$ cat config.mk
export PLATFORM = sky130hd
export DESIGN_NAME = aes_state_rx
export DESIGN_NICKNAME = d
export VERILOG_FILES = /design/src/rtl/aes_state_rx.sv
export SDC_FILE = /design/constraint.sdc
export NUM_CORES = 1
export LEC_CHECK = 0
export BUFFER_PORTS_ARGS = -buffer_cell sky130_fd_sc_hd__buf_2
export CAP_MARGIN = 20
export CORE_MARGIN = 8
export CORE_UTILIZATION = 50
export DETAILED_ROUTE_END_ITERATION = 10
export MAX_ROUTING_LAYER = met4
export PLACE_DENSITY = 0.83
export SLEW_MARGIN = 20
export SYNTH_ARGS = -nofsm -noshare
export SYNTH_HDL_FRONTEND = slang
export SYNTH_SLANG_ARGS = --single-unit
$ cat constraint.sdc
create_clock -name clk -period 3.1 [get_ports clk]
set_input_delay 0.775 -clock clk [delete_from_list [all_inputs] [get_ports clk]]
set_output_delay 0.775 -clock clk [all_outputs]
set_load 0.1 [all_outputs]
$ cat src/rtl/aes_state_rx.sv
// Byte-serial AES state receiver: gathers 16 en-qualified bytes into a 128-bit block,
// optionally applies ShiftRows, and hands the block downstream over valid/ready.
module aes_state_rx #(
    parameter bit SHIFT_ROWS = 1'b1
) (
    input  logic         clk,
    input  logic         rst_n,
    input  logic         en,
    input  logic [7:0]   din,
    input  logic         out_ready,
    output logic [127:0] state_out,
    output logic         state_valid,
    output logic         busy,
    output logic         err_short,
    output logic         overflow
);

    typedef enum logic [1:0] {
        IDLE    = 2'd0,
        COLLECT = 2'd1,
        HOLD    = 2'd2
    } state_e;

    state_e         state_q, state_d;
    logic [3:0]     count_q, count_d;
    logic [7:0]     cap_q [16];
    logic           cap_we;
    logic [3:0]     cap_idx;
    logic           load_out;
    logic [127:0]   out_q, out_d;
    logic           valid_q, valid_d;
    logic           err_q, err_d;
    logic           ovf_q, ovf_d;

    // Source byte for output position i = r + 4c; the 2-bit column add wraps mod 4.
    function automatic logic [3:0] src_idx(input logic [3:0] i);
        logic [1:0] r;
        logic [1:0] c;
        logic [1:0] cs;
        r  = i[1:0];
        c  = i[3:2];
        cs = c + r;
        return SHIFT_ROWS ? {cs, r} : i;
    endfunction

    always_ff @(posedge clk) begin
        if (!rst_n) state_q <= IDLE;
        else        state_q <= state_d;
    end

    always_comb begin
        state_d = state_q;
        case (state_q)
            IDLE:    if (en) state_d = COLLECT;
            COLLECT: begin
                if (!en)                  state_d = IDLE;
                else if (count_q == 4'd15) state_d = HOLD;
            end
            HOLD:    if (out_ready) state_d = en ? COLLECT : IDLE;
            default: state_d = IDLE;
        endcase
    end

    // Datapath controls; every signal gets a default so no latch is inferred.
    always_comb begin
        cap_we   = 1'b0;
        cap_idx  = count_q;
        count_d  = count_q;
        load_out = 1'b0;
        valid_d  = valid_q;
        err_d    = 1'b0;
        ovf_d    = ovf_q;
        case (state_q)
            IDLE: begin
                if (en) begin
                    cap_we  = 1'b1;
                    cap_idx = 4'd0;
                    count_d = 4'd1;
                end
            end
            COLLECT: begin
                if (en) begin
                    cap_we = 1'b1;
                    if (count_q == 4'd15) begin
                        load_out = 1'b1;
                        valid_d  = 1'b1;
                        count_d  = 4'd0;
                    end else begin
                        count_d = count_q + 4'd1;
                    end
                end else begin
                    err_d   = 1'b1;
                    count_d = 4'd0;
                end
            end
            HOLD: begin
                if (out_ready) begin
                    valid_d = 1'b0;
                    if (en) begin
                        cap_we  = 1'b1;
                        cap_idx = 4'd0;
                        count_d = 4'd1;
                    end
                end else if (en) begin
                    ovf_d = 1'b1;
                end
            end
            default: ;
        endcase
    end

    // The 16th byte is still on din when the block is loaded, so it bypasses the buffer.
    always_comb begin
        out_d = '0;
        for (int i = 0; i < 16; i++) begin
            logic [3:0] s;
            s = src_idx(4'(i));
            out_d[8*(15-i) +: 8] = (s == 4'd15) ? din : cap_q[s];
        end
    end

    // NOTE: sequential state uses non-blocking assignments so all registers update together.
    always_ff @(posedge clk) begin
        if (!rst_n) begin
            count_q <= 4'd0;
            out_q   <= '0;
            valid_q <= 1'b0;
            err_q   <= 1'b0;
            ovf_q   <= 1'b0;
        end else begin
            count_q <= count_d;
            valid_q <= valid_d;
            err_q   <= err_d;
            ovf_q   <= ovf_d;
            if (load_out) out_q <= out_d;
        end
    end

    // NOTE: the capture buffer has no reset; its contents are never observed before being written.
    always_ff @(posedge clk) begin
        if (cap_we) cap_q[cap_idx] <= din;
    end

    assign state_out   = out_q;
    assign state_valid = valid_q;
    assign busy        = (state_q == COLLECT);
    assign err_short   = err_q;
    assign overflow    = ovf_q;

endmodule

-- After elaboration in Yosys (flattened, before gate mapping)
Memory sizes are Yosys's and may differ from the RTL's. A register that Yosys moved wholly into a read port is not among the register bits.
Index checks and enable logic that the tools add are counted.
- add/sub/neg operators: 1
- eq/ne operators: 8
- mux-type cells: 27
- bitwise gates (word level): 1
- reductions and logical operators: 24
- operators by type and width (kind ; number):
    4-bit two-way mux ; 6
    1-bit logical NOT ; 15
    1-bit two-way mux ; 12
    4-bit case mux with 3 select lines ; 1
    2-bit two-way mux ; 4
    4-bit case mux with 2 select lines ; 1
    2-bit inequality test, second input constant ; 3
    2-bit case mux with 3 select lines ; 1
    3-bit AND reduction ; 2
    4-bit by 1-bit adder with 4-bit output, second input constant ; 1
    4-bit == test, second input constant ; 1
    1-bit case mux with 2 select lines ; 2
    2-bit AND reduction ; 2
    4-bit AND reduction ; 1
    3-bit by 2-bit inequality test with 1-bit output, second input constant ; 1
    3-bit nonzero test ; 1
    2-bit by 1-bit == test with 1-bit output, second input constant ; 1
    2-bit == test, second input constant ; 1
    2-bit logical NOT ; 1
    2-bit by 1-bit inequality test with 1-bit output, second input constant ; 1
    2-bit nonzero test ; 1
    2-bit OR reduction ; 1
    1-bit inverter ; 1
- register bits after elaboration: 137
- RAM bits: 128
- input port bits: 12
- memories: 1
- memory list (memory ; depth ; width ; rd ports ; clocked after Yosys merged registers in ; wr ports ; line ; text):
    cap_q ; 16 ; 8 ; 15 ; 15 ; 1 ; 26 ; logic [7:0] cap_q [16];

-- Depth between registers and ports, before layout
- depth after elaboration: 5
- depth in mapped cells: 7
- depth with buffers taken out: 5

-- Worst setup path before layout
No wires, ideal clock.
- kind: reg-to-output
- from: reg state_q[0]
- to: out busy
- arrival: 1869 ps
- setup slack: 456 ps
- cell stages (with the launch flop): 3
- path buffers: 1
- path through: dfxtp_1 -> buf_2 -> nor2b_1
- longest elaborated chain between the ends: 1
- ends and longest elaborated chain (element ; line ; text):
    start: declaration ; 24 ; state_e state_q, state_d;
    start signal: assignment ; 48 ; else state_q <= state_d;
    2-bit by 1-bit == test with 1-bit output ; 146 ; assign busy = (state_q == COLLECT);
    end: declaration ; 13 ; output logic busy,
No other way between the ends.

-- Worst setup path in the final report
Same ends and word-level chain as after synthesis.

==> results.md <==
- Vias in the first global route: ~5700
- Initial antenna violation count: 0
- Core Region: ~0.017 sq mm
- Worst-margin pin slew: around 0.74 ns
- Vias/cell: around 5
- Detailed-route DRC error count: 0
- Crit path from: state_q[0]
- Final Max Slew Viols: 0
- Longest Clk Path Bufs: 3
- PostCTS Resize Cnt: 0
- Max_slew headroom: 0.503
- Syn-to-layout area delta: 20.6%
- Final cell count without fillers: between 1000 and 1500
- Total length of routed wires: ~20000 um
- Die width: about 150 um
- VDD IR max: slightly above 500 uV
- Static Leak: between 4 and 5 nW
- CTS Root Buffer Type: clkbuf_16
- R2r worst-path depth: 6
- Latest clock arrival within the worst-skew pair: around 0.52 ns
- Final antenna-violating net count: 0
- Largest net degree at the start of global routing: a little over 80
- Hold slack final: 0.447 ns
- Dpl cells: between 1000 and 1500
- Finished layout cell area: 0.0107 sq mm
- GRT overflow: 0
- CP startpoint kind: flip-flop
- Crit Path Category: flip-flop to primary output
- Final layout net count: ~900
- Total CTS buffers: 27
- Reg-to-reg slack, setup: 1.01 ns
- Type of element capturing the critical path: primary output
- Routed len/inst: 17.8 um
- Post-synth net total: roughly 770
- IO Count: between 100 and 150
- Post-CTS setup buffers: 0
- Total negative slack: 0 ns
- Die ar.: roughly 0.022 sq mm
- Clock Skew: about 0.015 ns
- #FFs+latches synth: 257
- Total power: between 6 and 7 mW
- Pre-antenna DRT Iters: 4
- First-pass GRT wire length: 31400 um
- Post-synthesis cell count: 755
- Initial core utilization: 0.512
- Total number of vias: slightly below 6000
- Critical Path Max Stage Delay: 0.48 ns
- Critical path required time: around 2.3 ns
- Worst path cell trace: nor2b_1 > buf_2
- Fin crit period: about 2.5 ns
- Crit Path Max Fanout: 9
- CTS tree: yes
- Achievable Freq: around 400 MHz
- Hpwl dp: between 10000 and 15000 um
- Critical Path Sink: busy
- Synth Area per Inst: 11.8 sq um
- Hold_buf cts: 0
- Layout cells sized above 1: 0.223
- Max Cap Viol: 0
- Port Buffers: 143
- 1st-iter DRT viols: ~330
- Worst R2R Start: count_q[0]
- Htree depth: 1
- Final setup violation count: 0
- Status: complete, no violations
- R2r endpoint: state_out[27]
- Fill cells: ~1300
- Crit path max-delay cell type: dfxtp_1
- Global Route Usage Sum: 0.184
- Die extent in y: around 150 um
- Netlist cell types: 30
- Hold WC Path Type: flip-flop to flip-flop
- ANT cells: 0
- Period utilization: 0.818
- Unrepaired setup endpoints after global routing: false
- CTS clk-pin slew, worst paths: approximately 0.060 ns
- Sequential share of the synthesized area: 0.713
- FP Rows: 48
- Critical path arrival: 1.76 ns
- Gp weighted congestion: 0.894
- Area after DPL: 0.00986 sq mm
- Sink Count: 257
- YS warnings: 0
- Power density over the cells: roughly 640 mW/mm^2
- Synthesized area: just under 0.009 sq mm
- Hold Vio Cnt, Final: 0
-- final cells by class --
class / instances / area (sq um) / share of cell area
Multi-Input combinational cell: 450 / 2330 / 0.217
Clock inverter: 14 / 146 / 0.0137
Inverter: 1 / 3.75 / 0.000350
Tap cell: 225 / 282 / 0.0263
Timing Repair Buffer: 162 / 898 / 0.0838
Sequential cell: 257 / 6350 / 0.592
Clock buffer: 35 / 716 / 0.0667
-- cells by family (layout without fill, tap and decap cells) --
group / count (synthesis) / in the layout / share of synthesized area
and+or+nand+nor: 305 / 305 / 0.139
adders and majority gates: 1 / 1 / 0.00141
buffers and inverters: 48 / 212 / 0.0262
AOI/OAI and AO/OA: 144 / 144 / 0.120
DFF: 257 / 257 / 0.713
-- per-stage QoR --
step / worst slack [ns] / util
final: 0.563 / 0.618
after global routing: 0.469 / 0.618
after CTS: 0.548 / 0.618
after detailed placement: 0.690 / 0.568
after global placement: 0.765 / 0.568
after floorplan: 0.456 / -
-- cells in the mapped netlist --
library cell    n  area share
nand3b_4        1      0.0023
nand4_1         1     0.00070
a211oi_1        1     0.00084
dfxtp_1       137        0.31
nand2_1       263        0.11
nand2b_1        4      0.0028
a21boi_1      122        0.10
or2_4           1     0.00098
nor2_2          1     0.00070
buf_2          27       0.015
o21ai_0         1     0.00056
o31a_1          1     0.00098
clkbuf_1       16      0.0068
buf_6           1      0.0013
nor3_1          3      0.0017
ha_1            1      0.0014
a21oi_1         6      0.0034
o21a_1          3      0.0025
nand3b_1        4      0.0034
o211ai_1        1     0.00084
nand3_1         4      0.0023
buf_4           3      0.0025
inv_1           1     0.00042
nor3b_1         1     0.00084
nor2b_1         3      0.0021
edfxtp_1      120        0.41
nor2_1         13      0.0055
and3b_1         3      0.0030
or2_2           3      0.0021
a21boi_0        9      0.0076
-- worst min path at each step --
stage                   startpoint             end  slack [ns]  cells after the start
CTS                 state_out[100]  state_out[100]        0.45                      2
global placement    state_out[102]  state_out[102]        0.44                      2
global route        state_out[105]  state_out[105]        0.46                      2
finish              state_out[105]  state_out[105]        0.45                      2
floorplan             cap_q[11][0]    state_out[0]        0.47                      2
detailed placement  state_out[110]  state_out[110]        0.44                      2
-- cell usage in the layout, fill, tap and decap left out, drive strengths merged, types with 4 or more instances in the layout --
master,instances
a21boi,131
a21oi,6
buf,162
clkbuf,35
clkinv,9
dfxtp,137
edfxtp,120
nand2,263
nand2b,4
nand3,4
nand3b,5
nor2,14
or2,4
-- sequential cells by signal, summed over array words and instances (netlist names) --
| signal | cells |
|---|---|
| state_valid | 1 |
| state_out | 128 |
| state_q | 2 |
| count_q | 4 |
| cap_q | 120 |
| err_short | 1 |
| overflow | 1 |
-- critical path: cells and delay by family (launching register included) --
kind | cells | cell delay (ns)
buf+inv | 1 | 0.47
flops | 1 | 0.48
simple gates | 1 | 0.28
-- routing by layer --
layer | GRT usage | routed length, um | up-vias
met5 | - | 0 | -
met4 | 0.0444 | 352 | 0
met3 | 0.0340 | 1220 | 27
met2 | 0.307 | 9980 | 146
met1 | 0.229 | 8800 | 2793
li1 | - | - | 2832
-- where the power goes --
group | internal [mW] | switching (mW) | total [mW]
logic | 0.0431 | 0.0947 | 0.138
registers | 3.56 | 0.00760 | 3.57
clock network | 1.87 | 1.25 | 3.12
total | 5.47 | 1.35 | 6.82
(Power assumes the default switching activity.)
